[src/rtl/svm_cpu_lsu_pkg.sv]
// rtl/svm_cpu_lsu_pkg.sv - opcode, state and access-size types plus opcode decode helpers for the LSU
package svm_cpu_lsu_pkg;

  typedef enum logic [3:0] {
    OP_NOP = 4'd0,
    OP_LB  = 4'd1,
    OP_LBU = 4'd2,
    OP_LH  = 4'd3,
    OP_LHU = 4'd4,
    OP_LW  = 4'd5,
    OP_SB  = 4'd6,
    OP_SH  = 4'd7,
    OP_SW  = 4'd8,
    OP_ALU = 4'd9
  } opcode_t;

  typedef enum logic [1:0] {
    LSU_IDLE,
    LSU_ACCESS,
    LSU_DONE
  } lsu_state_t;

  typedef enum logic [1:0] {
    SIZE_BYTE,
    SIZE_HALF,
    SIZE_WORD
  } access_size_t;

  typedef struct packed {
    logic         valid;
    logic         is_load;
    logic         sgn;
    access_size_t size;
  } op_info_t;

  // valid = 0 marks opcodes the LSU does not service
  function automatic op_info_t decode_op(input opcode_t op);
    op_info_t info;
    info = '0;
    case (op)
      OP_LB:   info = '{valid: 1'b1, is_load: 1'b1, sgn: 1'b1, size: SIZE_BYTE};
      OP_LBU:  info = '{valid: 1'b1, is_load: 1'b1, sgn: 1'b0, size: SIZE_BYTE};
      OP_LH:   info = '{valid: 1'b1, is_load: 1'b1, sgn: 1'b1, size: SIZE_HALF};
      OP_LHU:  info = '{valid: 1'b1, is_load: 1'b1, sgn: 1'b0, size: SIZE_HALF};
      OP_LW:   info = '{valid: 1'b1, is_load: 1'b1, sgn: 1'b0, size: SIZE_WORD};
      OP_SB:   info = '{valid: 1'b1, is_load: 1'b0, sgn: 1'b0, size: SIZE_BYTE};
      OP_SH:   info = '{valid: 1'b1, is_load: 1'b0, sgn: 1'b0, size: SIZE_HALF};
      OP_SW:   info = '{valid: 1'b1, is_load: 1'b0, sgn: 1'b0, size: SIZE_WORD};
      default: info = '0;
    endcase
    return info;
  endfunction

  function automatic logic is_misaligned(input access_size_t size, input logic [1:0] a);
    return ((size == SIZE_HALF) && a[0]) || ((size == SIZE_WORD) && (a != 2'b00));
  endfunction

endpackage

[src/rtl/svm_cpu_lsu_lanes.sv]
// rtl/svm_cpu_lsu_lanes.sv - little-endian byte-lane steering for stores and load extraction/extension
module svm_cpu_lsu_lanes
  import svm_cpu_lsu_pkg::*;
(
  input  access_size_t size,
  input  logic [1:0]   a,
  input  logic [31:0]  store_data,
  input  logic [31:0]  readdata,
  input  logic         sgn,
  output logic [3:0]   byteenable,
  output logic [31:0]  writedata,
  output logic [31:0]  load_data
);

  logic [7:0]  rd_byte;
  logic [15:0] rd_half;

  always_comb begin
    rd_byte    = readdata[{a, 3'b000} +: 8];
    rd_half    = a[1] ? readdata[31:16] : readdata[15:0];
    byteenable = 4'b1111;
    writedata  = store_data;
    load_data  = readdata;
    case (size)
      SIZE_BYTE: begin
        byteenable = 4'b0001 << a;
        writedata  = {4{store_data[7:0]}};
        load_data  = {{24{sgn & rd_byte[7]}}, rd_byte};
      end
      SIZE_HALF: begin
        byteenable = a[1] ? 4'b1100 : 4'b0011;
        writedata  = {2{store_data[15:0]}};
        load_data  = {{16{sgn & rd_half[15]}}, rd_half};
      end
      default: begin
        byteenable = 4'b1111;
        writedata  = store_data;
        load_data  = readdata;
      end
    endcase
  end

endmodule

[src/rtl/svm_cpu_lsu.sv]
// rtl/svm_cpu_lsu.sv - load/store unit driving the data-side Avalon-MM port
// Optional alignment trap enabled by SVM_LSU_ALIGN_CHECK_EN (adds misaligned_o).
module svm_cpu_lsu
  import svm_cpu_lsu_pkg::*;
#(
  parameter int ADDR_W = 32
) (
  input  logic              clk,
  input  logic              reset_i,
  input  logic              start_i,
  input  opcode_t           op_i,
  input  logic [ADDR_W-1:0] effective_address_i,
  input  logic [31:0]       store_data_i,
  output logic              busy_o,
  output logic              done_o,
  output logic [31:0]       load_data_o,
  output logic [ADDR_W-1:0] avm_address_o,
  output logic              avm_read_o,
  output logic              avm_write_o,
  output logic [3:0]        avm_byteenable_o,
  output logic [31:0]       avm_writedata_o,
  input  logic [31:0]       avm_readdata_i,
  input  logic              avm_waitrequest_i
`ifdef SVM_LSU_ALIGN_CHECK_EN
  ,
  output logic              misaligned_o
`endif
);

  lsu_state_t        state_q, state_d;
  op_info_t          info_in, info_q;
  logic [ADDR_W-1:0] addr_q;
  logic [3:0]        be_q;
  logic [31:0]       wd_q;
  logic [31:0]       load_q;
  logic              accept;
  logic              misalign_in;

  access_size_t      lane_size;
  logic [1:0]        lane_a;
  logic              lane_sgn;
  logic [3:0]        lane_be;
  logic [31:0]       lane_wd;
  logic [31:0]       lane_ld;

  assign info_in = decode_op(op_i);
  assign accept  = (state_q == LSU_IDLE) && start_i && info_in.valid;

`ifdef SVM_LSU_ALIGN_CHECK_EN
  logic mis_q;
  assign misalign_in = is_misaligned(info_in.size, effective_address_i[1:0]);
`else
  assign misalign_in = 1'b0;
`endif

  // In IDLE the lanes shape the incoming store; afterwards they extract the load
  assign lane_size = (state_q == LSU_IDLE) ? info_in.size : info_q.size;
  assign lane_a    = (state_q == LSU_IDLE) ? effective_address_i[1:0] : addr_q[1:0];
  assign lane_sgn  = (state_q == LSU_IDLE) ? info_in.sgn : info_q.sgn;

  svm_cpu_lsu_lanes u_lanes (
    .size       (lane_size),
    .a          (lane_a),
    .store_data (store_data_i),
    .readdata   (avm_readdata_i),
    .sgn        (lane_sgn),
    .byteenable (lane_be),
    .writedata  (lane_wd),
    .load_data  (lane_ld)
  );

  always_ff @(posedge clk or posedge reset_i) begin
    if (reset_i) begin
      state_q <= LSU_IDLE;
    end else begin
      state_q <= state_d;
    end
  end

  always_comb begin
    state_d = state_q;
    case (state_q)
      LSU_IDLE:   if (accept) state_d = misalign_in ? LSU_DONE : LSU_ACCESS;
      LSU_ACCESS: if (!avm_waitrequest_i) state_d = LSU_DONE;
      LSU_DONE:   state_d = LSU_IDLE;
      default:    state_d = LSU_IDLE;
    endcase
  end

  always_ff @(posedge clk or posedge reset_i) begin
    if (reset_i) begin
      info_q <= '0;
      addr_q <= '0;
      be_q   <= '0;
      wd_q   <= '0;
      load_q <= '0;
    end else begin
      if (accept) begin
        info_q <= info_in;
        addr_q <= effective_address_i;
        be_q   <= lane_be;
        wd_q   <= lane_wd;
      end
      if ((state_q == LSU_ACCESS) && !avm_waitrequest_i && info_q.is_load) begin
        load_q <= lane_ld;
      end
    end
  end

`ifdef SVM_LSU_ALIGN_CHECK_EN
  always_ff @(posedge clk or posedge reset_i) begin
    if (reset_i) begin
      mis_q <= 1'b0;
    end else if (accept) begin
      mis_q <= misalign_in;
    end
  end
`endif

  always_comb begin
    busy_o           = (state_q == LSU_ACCESS);
    done_o           = (state_q == LSU_DONE);
    avm_read_o       = (state_q == LSU_ACCESS) && info_q.is_load;
    avm_write_o      = (state_q == LSU_ACCESS) && !info_q.is_load;
    avm_address_o    = {addr_q[ADDR_W-1:2], 2'b00};
    avm_byteenable_o = be_q;
    avm_writedata_o  = wd_q;
    load_data_o      = load_q;
`ifdef SVM_LSU_ALIGN_CHECK_EN
    misaligned_o     = (state_q == LSU_DONE) && mis_q;
`endif
  end

endmodule

[config.mk]
export PLATFORM = sky130hd
export DESIGN_NAME = svm_cpu_lsu
export DESIGN_NICKNAME = d
export VERILOG_FILES = /design/src/rtl/svm_cpu_lsu_pkg.sv /design/src/rtl/svm_cpu_lsu_lanes.sv /design/src/rtl/svm_cpu_lsu.sv
export SDC_FILE = /design/constraint.sdc
export NUM_CORES = 1
export LEC_CHECK = 0
export ABC_CLOCK_PERIOD_IN_PS = 4700
export BUFFER_PORTS_ARGS = -buffer_cell sky130_fd_sc_hd__buf_2
export CORE_ASPECT_RATIO = 1.25
export CORE_UTILIZATION = 54
export DETAILED_ROUTE_END_ITERATION = 8
export GPL_TIMING_DRIVEN = 0
export PLACE_DENSITY = 0.79
export SLEW_MARGIN = 20
export SYNTH_ARGS = -nofsm -noshare
export SYNTH_HDL_FRONTEND = slang
export SYNTH_HIERARCHICAL = 1
export SYNTH_SLANG_ARGS = --single-unit
export TNS_END_PERCENT = 5
[constraint.sdc]
create_clock -name clk -period 4.7 [get_ports clk]
set_input_delay 0.94 -clock clk [delete_from_list [all_inputs] [get_ports clk]]
set_output_delay 0.94 -clock clk [all_outputs]
set_load 0.01 [all_outputs]
* Word-level counts from Yosys, hierarchy flattened
Memory sizes are Yosys's and may differ from the RTL's. Cells that the tools add are included.
Storage, ports and cells: register bits after elaboration 106, memory bits (read-only) 80, input bits 104, output and inout port bits 104, logic and storage cells 40, memories 1
Operators by class: eq/ne operators 5, shift operators 2, muxes and demuxes 11, bitwise gates (word level) 2, reductions and logical operators 11
Memories:
- (no name shown) | depth 16, bits a word 5, read ports 1, clocked after Yosys merged registers in 0, wr ports 0, line svm_cpu_lsu_pkg.sv:40 | case (op)
Operator list (count):
- case mux 32 bit (2 select lines) | 2
- indexed part select 32 x 6 -> 8 bit | 1
- two-way mux 16 bit | 1
- two-way mux 2 bit | 4
- case mux 4 bit (2 select lines) | 1
- logical AND 1 bit | 6
- == test 2 x 1 -> 1 bit, second input constant | 2
- logical NOT 2 bit | 2
- two-way mux 4 bit | 1
- != test 2 bit, second input constant | 2
- case mux 2 bit (2 select lines) | 1
- left shift 1 x 2 -> 4 bit, first input constant | 1
- bitwise AND 1 bit | 2
- == test 2 bit, second input constant | 1
- logical NOT 1 bit | 2
- AND reduction 2 bit | 1
- two-way mux 1 bit | 1

* Depth between registers and ports, before layout
Gate-level depths: netlist of the first run.
depth after elaboration 5, depth in mapped cells 12, gate-level depth less buffers 9

* By module
Netlist of the first run, hierarchy kept.
By module, submodules not included:
- svm_cpu_lsu | times used 1, cells each 626, area each 6515.0 µm², seq. area each 2652.5 µm²
- svm_cpu_lsu_lanes | times used 1, cells each 171, area each 1277.5 µm², seq. area each 0.0 µm²

* Least setup slack after synthesis of the first run
OpenSTA, ideal clock, no wires.
path type in2reg, start input port op_i[2], end register load_q[21] (netlist: load_data_o[21]), library setup time 0.125 ns, arrival time 2.854 ns, required time 4.575 ns, path slack 1.721 ns, stages on the path 10, buffers on the path 5, cells stage by stage clkbuf_2 > clkbuf_1 > o21ai_0 > o41ai_1 > buf_2 > or2_1 > clkbuf_1 > clkbuf_1 > o22ai_1 > mux2_2
Between the ends: word-level cells in the longest chain between the ends 4, elaborated cells between the ends (all ways) 8, those cells by class 1 x eq/ne; 3 x mux; 2 x bitwise; 1 x reduce/logical; 1 x memory
RTL lines:
- start: declaration | line svm_cpu_lsu.sv:11 | input opcode_t op_i,
- memory read (16 x 5 bit) *
- two-way mux 2 bit * | line svm_cpu_lsu.sv:57 | assign lane_size = (state_q == LSU_IDLE) ? info_in.size : info_q.size;
- via lane_size[0] | line svm_cpu_lsu.sv:39 | access_size_t lane_size;
- == test 2 x 1 -> 1 bit or logical NOT 2 bit (tied branches) | line svm_cpu_lsu_lanes.sv:24 | case (size)
- case mux 32 bit (2 select lines) * | line svm_cpu_lsu_lanes.sv:24
- via lane_ld[21] | line svm_cpu_lsu.sv:44 | logic [31:0] lane_ld;
- end signal: assignment | line svm_cpu_lsu.sv:105 | load_q <= lane_ld;
- end: declaration | line svm_cpu_lsu.sv:35 | logic [31:0] load_q;
The timed path passes the listed nets; every way through them passes the cells marked *. A chain may end at the register's enable or synchronous reset.

* Worst setup path in the final report of the first run
start input port op_i[2], end register load_q[29] (netlist: load_data_o[29])
Same word-level chain as after synthesis.

==> results list, run 1 <==
- The flow ran to the end, and the final reports show no timing, DRC or antenna violations.
- For this run, the total global-route usage over all layers was measured as 30.68%.
- Capture endpoint of the worst hold path: load_data_o[25]
* I/O Pins: 208
* Final Critical Period: about 3.5 ns
* Antenna Violating Nets Remaining: 0
* Cell-by-cell listing of the critical path: buf_2 -> clkbuf_2 -> clkbuf_1 -> o21ai_0 -> o41ai_1 -> buf_2 -> or2_1 -> clkbuf_1 -> clkbuf_1 -> o22ai_1 -> mux2_2
- Post-CTS setup buffers: 0
* Cell Area, Synth: around 0.0078 mm²
- The number of pins with negative max-slew slack in the final report is 0.
- Fraction of final layout cells with drive strength greater than 1: a little under two fifths
- For the final database, setup skew stands at between 0.01 and 0.015 ns.
* Launch point of the worst hold path: load_data_o[25]
- Iteration-0 DRC count of the detailed router: roughly 500
- Switching power as a share of total power: between 30% and 40%
* Non-filler instance count after layout: about 1.2k
* Count of TritonRoute iterations in the first routing pass: 5
* CTS H-tree depth: 3
- Dividing total power by cell area gives a power density of about 490 mW/mm².
* Gate count of the mapped netlist: about 800
* Routed wirelength normalized by instance count: about 19 µm
* Register area: between 0.002 and 0.003 mm²
- The worst hold path belongs to the class flop to flop.
- Across the VDD grid, the largest voltage drop is around 0.00030 V.
* Layout Area Growth over Synthesis: 20.36%
- The initialized floorplan defines between 40 and 50 standard-cell rows.
* Post-detailed-placement cell area: about 0.009 mm²
* Unrepaired setup endpoints after global routing: no
- Worst Path Max Fanout: 10
- Count of buffer and inverter cells on the critical path: 6
- Net switching component of the power: approximately 1.8 mW
- Data arrives at the worst endpoint at ~3.8 ns.
- Static timing analysis puts the maximum clock frequency at roughly 280 MHz.
- The clock network accounts for 17.4% of the total power.
- The multi-input combinational cells in the finished layout cover a total of 0.004044 mm².
* Global-route wire length before repair: roughly 35,000 µm
- STA classifies the critical path startpoint as a primary input.
* Combinational Power Share: between 40% and 50%
* Power Total: 4.585 mW
- Static leakage: between 4 and 5 nW
* Clock tree root driver cell: clkbuf_16
- Number of fill cells in the layout: 1,213
- At the placement stage, the worst setup path has a slack of ~0.86 ns.
- Sum of negative setup slack: 0 ns
- After routing the design area is 0.009379 mm².
- Clock slew at the register clock pins of the worst setup and hold paths: approximately 0.080 ns
- Clock Sink Count: roughly 110
* IO Port Bufs: around 210
* Delay of the slowest cell on the worst path: 0.42 ns
- Gates resized during post-CTS repair numbered 0.
- The internal power of the cells totals approximately 2.8 mW.
- Counting cells, the worst reg-to-reg path comes to 8.
- Counting instances, the worst hold path has a depth of 1.
- Clock buffer depth: 2
- The worst setup path is captured at a flop.
- The total overflow left after global routing is 0.
- Slowest library cell on the worst path: clkbuf_1
* Reg2reg start: state_q[0]
- Reg-to-reg endpoint: load_data_o[30]
- Entering global routing, the biggest net connects 71 pins.
- Via count: between 7k and 8k
- A synthesized cell averages between 9 and 10 µm².
- Vias in the first global route: around 6.9k
- Final net count: approximately 1.1k
- Share of synthesized area occupied by flip-flops and latches: about a third
* Final hold viol count: 0
* Initial antenna violation count: 1
- Kind of critical path: primary input to flop
* Slew at the pin closest to its max-slew limit: 0.6705 ns
- The synthesized design contains about 110 register bits.
- Measured along the y axis, the die boundary spans ~140 µm.
- After floorplanning, the core was sized to cover around 0.014 mm².
- In this run, distinct cell masters in the synthesized netlist total 49.
* Clock Latency Late Sink: 0.35 ns
* Post-route setup slack: 1.166 ns
* Maxcap violations: 0
* Count of hold-fix buffers inserted at cts: 0
- After detailed routing, the number of vias per cell comes to 5.960.
- Reg2Reg Setup Slack: 1.83 ns
- STA puts the critical path data required time at a little under 5 ns.
- The die covers roughly 0.015 mm².
- Width of the die: ~110 µm
- Per report_power, the sequential group accounts for 33.7% of the total.
- Final worst path period share: roughly 75%
* Sum of routed wire length over all layers: approximately 23,000 µm
* Cell count after placement: between 1k and 1.5k
* Number of warning messages in the yosys log: 6
- The cell that appears most often on the critical path is clkbuf_1.
- Final setup violating endpoints: 0
- CP top delay family: buffers and inverters
* TritonCTS clock tree: yes
- Starting density of the core: between 50% and 60%
- Commonest cells after routing, fill and taps aside: buf_2, dfrtp_1, inv_1, and2_1, o31ai_1
* Most frequent standard cell in the layout excluding fill and tap cells: buf_2
* Number of buffers created by CTS: 9
- Drc violations: 0
- Slew margin rel.: a little over half
* Final estimated routing congestion in global placement: 0.9404
- Once detailed placement completed, the half-perimeter wirelength came to ~16,000 µm.
==> cell families after synthesis <==
group           count (synthesis)  synth area share, %
xor+xnor                        1               0.2088
mux                            69                10.23
other cells                     1              0.04812
buf+inv                       203                14.11
compound gates                208                21.52
fa+ha+maj                       3               0.4817
flops                         106                34.04
simple gates                  206                19.36
==> through the flow <==
step / hold WS, ns / utilization, %
after global placement: 0.4857 / 64.89
final: 0.5053 / 67.31
after global routing: 0.5130 / 67.31
after detailed placement: 0.4905 / 65.12
after floorplan: 0.4857 / -
after CTS: 0.5084 / 67.30
==> synthesized netlist by cell type (all sizes together) <==
cell type,number,share of area [%]
o41ai,2,0.22
mux2,51,7.8
nand3b,3,0.29
nor3,2,0.34
conb,1,0.048
o22a,2,0.22
o21bai,4,0.43
ha,3,0.48
o2bb2ai,1,0.11
mux4,1,0.29
a21oi,4,0.31
nand3,2,0.13
and4bb,9,1.4
nand2,20,0.96
nor4bb,60,7.7
or2,2,0.16
a221o,7,0.90
o21a,1,0.096
o22ai,16,1.3
and2b,2,0.19
mux2i,17,2.2
nor2,14,0.67
nor2b,18,1.4
o221ai,9,1.0
clkbuf,50,2.4
nand2b,2,0.16
a31oi,2,0.35
or2b,1,0.096
and2,69,5.5
a2bb2oi,1,0.11
a221oi,69,8.2
buf,77,8.0
dfrtp,106,34
o21ai,14,0.90
inv,76,3.7
o31ai,68,6.6
xnor2,1,0.21
a22oi,8,0.77
or3b,2,0.22
==> layer usage <==
layer,part of all wire (%),vias to the layer above,routed length (µm),track usage (%)
li1,-,3362,-,-
met1,41,3439,9291,39.25
met2,50,290,11180,51.40
met3,6.8,37,1536,5.177
met4,2.4,0,549,11.78
met5,0,-,0,0
==> area by class of cell <==
type / instances / share of cell area [%]
buffer: 127 / 8.685
clock buffer: 9 / 2.401
multi-input combinational: 489 / 43.12
clock inverter: 7 / 0.8271
antenna: 1 / 0.02668
sequential: 106 / 28.28
inverter: 76 / 3.095
tap: 175 / 2.335
timing repair buffer: 206 / 11.23
==> flip-flops by register name, summed over array words and instances, names as in the netlist <==
name	flops
addr_q	32
avm_byteenable_o	4
avm_writedata_o	32
info_q	4
load_data_o	32
state_q	2
==> worst reg2reg max path, cell delays in order, from the launching register on <==
cell      delay (ns)
dfrtp_1         0.42
nor2_1          0.39
nor2_1          0.08
a31oi_1         0.48
buf_2           0.39
clkbuf_1        0.36
nor2b_1         0.28
o22ai_1         0.09
mux2_2          0.28
==> worst max-delay path by stage <==
| stage | slack (ns) | endpoint | startpoint | cells past startpoint |
|---|---|---|---|---|
| floorplan | 0.97 | addr_q[0] | reset_i | 1 |
| global placement | -0.48 | addr_q[10] | reset_i | 2 |
| detailed placement | 0.86 | load_data_o[29] | op_i[2] | 11 |
| CTS | 1.23 | load_data_o[29] | op_i[2] | 11 |
| global route | 1.04 | load_data_o[29] | op_i[2] | 11 |
| finish | 1.17 | load_data_o[29] | op_i[2] | 11 |
==> power groups by stage <==
stage                     clock, mW  combinational (mW)  sequential (mW)
after floorplan                   0                1.42             1.62
after global placement            0                2.19             1.54
after detailed placement          0                2.24             1.55
after CTS                     0.803                2.24             1.54
after global routing          0.833                2.43             1.59
final                         0.798                2.24             1.54
Power figures use the tool's default switching activity.
==> inputs of run 2 (changes only) <==
--- a/config.mk
+++ b/config.mk
@@ -5,7 +5,7 @@
 export SDC_FILE = /design/constraint.sdc
 export NUM_CORES = 1
 export LEC_CHECK = 0
-export ABC_CLOCK_PERIOD_IN_PS = 4700
+export ABC_CLOCK_PERIOD_IN_PS = 3300
 export BUFFER_PORTS_ARGS = -buffer_cell sky130_fd_sc_hd__buf_2
 export CORE_ASPECT_RATIO = 1.25
 export CORE_UTILIZATION = 54
==> constraint.sdc (replaced) <==
create_clock -name clk -period 3.3 [get_ports clk]
set_input_delay 0.66 -clock clk [delete_from_list [all_inputs] [get_ports clk]]
set_output_delay 0.66 -clock clk [all_outputs]
set_load 0.01 [all_outputs]
==> results list, run 2 (synthesized netlist as in run 1, its figures left out) <==
- The wire length of the first global-routing pass is 34,560 µm (-2.4%).
- The final setup violation count came to 0 (unchanged).
- The slew of the pin with the lowest slew margin was 0.6634 ns (-0.007077 ns).
- Width of the die: 109.4 µm (unchanged)
- Initial antenna violation count: 0 (-1)
- Overall global routing resource usage: 29.82% (-0.86 points)
* Antenna cells: 0 (-1)
- Worst min path class: primary input to asynchronous set/reset pin
* Fraction of final layout cells with drive strength greater than 1: 36.95% (+0.19 points)
- The aggregate routed wire length was 22,320 µm (-1.0%).
- The area of the core region came to 0.01393 mm² (unchanged).
- Via count: 7,141 (+0.18%)
- Start point of the critical path: op_i[2]
* Power per cell area: 696.5 mW/mm² (+42%)
- Routed wirelength normalized by instance count: 18.63 µm (-1.2%)
- Sum of negative setup slack: 0 ns (unchanged)
- Iteration-0 DRC count of the detailed router: 522 (+4.6%)
* Clock slew at the register clock pins of the worst setup and hold paths: 0.07 ns (about the same)
- Largest voltage drop on the vdd net: 0.0003844 V (+27%)
- Reg2reg start: state_q[0]
- The final hold violation count is 0 (unchanged).
- The total number of placement rows came to 48 (unchanged).
- Maximum number of pins on one net before global-route repair: 33 (-54%)
- The global placer's final weighted congestion is 0.9223 (-1.9%).
- IO Port Bufs: 205 (unchanged)
- Highest clock rate: about 310 MHz
* Endpoint arrival time on the critical path: 3.44 ns (-0.34 ns)
- The remaining antenna violation count came to 0 (unchanged).
- The initial core utilization was 55.93% (unchanged).
* Commonest cells after routing, fill and taps aside: buf_2, dfrtp_1, inv_1, and2_1, o31ai_1
* Final worst clock skew: 0.009579 ns (-0.0005707 ns)
- The normalized max-slew margin was 55.30% (+0.48 points).
- Clock Sink Count: 106 (unchanged)
- The hold-fix buffer count after cts is 0 (unchanged).
* Number of buffers created by CTS: 9 (unchanged)
- The leakage power came to 4.345 nW (+1.1%).
- Count of TritonRoute iterations in the first routing pass: 5 (unchanged)
- Vias in the first global route: 6,750 (-2.8%)
- Worst endpoint required time: 3.53 ns (-1.41 ns)
- Post-DP HPWL: 16,440 µm (-0.22%)
- Clock tree root driver cell: clkbuf_16
* Smallest hold slack: 0.3309 ns (-0.1744 ns)
* GRT Residual Overflow: 0 (unchanged)
- Die Span Y: 136.3 µm (unchanged)
- Final net count: 1,125 (+0.27%)
- TritonCTS built the clock tree.
- The worst path uses 97.06% of the clock period.
* Drc violations: 0 (unchanged)
- I/O Pins: 208 (unchanged)
* Clock buffer depth: 2 (unchanged)
* CTS H-tree depth: 3 (unchanged)
* Die Footprint: 0.01492 mm² (unchanged)
- The number of pins with negative max-slew slack in the final report was 0 (unchanged).
- Post-detailed-placement cell area: 0.009133 mm² (+0.65%)
- Most frequent standard cell in the layout excluding fill and tap cells: buf_2
* Layout Area Growth over Synthesis: 21.31%
- Unrepaired setup endpoints after global routing: yes
- Kind of critical path: primary input to flop
* Worst Path Max Fanout: 10 (unchanged)
- The max capacitance violation total came to 0 (unchanged).
* Final Critical Period: 3.203 ns
- The via density per instance was 5.961 (about the same).
- Type of element capturing the critical path: flop
- The clock latency at the later pin of the worst-skew pair came to 0.35 ns (about the same).
- Final instance area: 0.009453 mm² (+0.79%)
* Type of element launching the critical path: primary input
- Outcome: completed
==> run 2: cell types whose count changed in the layout (fill, tap and decap cells not counted) <==
cell | before | now
buf_12 | 0 | 3
bufinv_16 | 1 | 2
clkbuf_2 | 1 | 2
inv_6 | 2 | 1
clkinv_2 | 0 | 1
clkinvlp_4 | 4 | 2
diode_2 | 1 | 0
==> run 2: worst max-delay path, cell delays in order <==
cell and delay, ns:
buf_2 0.14, clkbuf_2 0.28, clkbuf_1 0.35, o21ai_0 0.20, o41ai_1 0.31, buf_2 0.30
or2_1 0.13, clkbuf_1 0.26, buf_2 0.30, o221ai_1 0.20, mux2_2 0.30
==> run 2: layout make-up <==
| cell class | count | area (µm²) |
|---|---|---|
| sequential | 106 | 2653 |
| buffer | 127 | 815.8 |
| inverter | 76 | 289.0 |
| multi-input combinational | 489 | 4044 |
| tap | 175 | 219.0 |
| timing repair buffer | 209 | 1114 |
| clock buffer | 10 | 229.0 |
| clock inverter | 6 | 90.09 |
| fill | 1171 | 4481 |
==> run 2: path summary, 6_finish.rpt <==
path,end,slack (ns),depth (start not counted)
min reg2reg,load_data_o[29],0.50,1
min,avm_writedata_o[16],0.33,3
max reg2reg,avm_writedata_o[31],0.51,9
max in group asynchronous,load_data_o[20],2.32,5
min in group clk,load_data_o[29],0.50,1
max,load_data_o[9],0.1,11
==> run 2: metal layers <==
layer,track usage (%),part of all wire (%)
met5,0,0
met4,9.333,2.4
met3,5.705,6.5
met2,50.31,50
met1,38.24,41
==> run 2: power breakdown <==
| group | internal (mW) | switching (mW) | total (mW) |
|---|---|---|---|
| clock | 0.670 | 0.517 | 1.19 |
| combinational | 1.63 | 1.55 | 3.19 |
| sequential | 1.81 | 0.403 | 2.21 |
| total | 4.11 | 2.47 | 6.58 |
==> run 2: per-stage QoR <==
step | instances | worst slack [ns] | total power [mW] | util [%]
finish | 1198 | 0.09688 | 6.584 | 67.84
global route | 1198 | -0.04027 | 6.964 | 67.84
CTS | 1198 | 0.1032 | 6.584 | 67.83
floorplan | 798 | 0.6010 | 4.330 | -
global placement | 1178 | -0.3131 | 5.307 | 64.92
detailed placement | 1182 | -0.2515 | 5.393 | 65.54
==> run 2: timing repair <==
item,CTS,global route
setup endpoints to repair,0,14
resized for setup,0,2
setup buffers,0,0
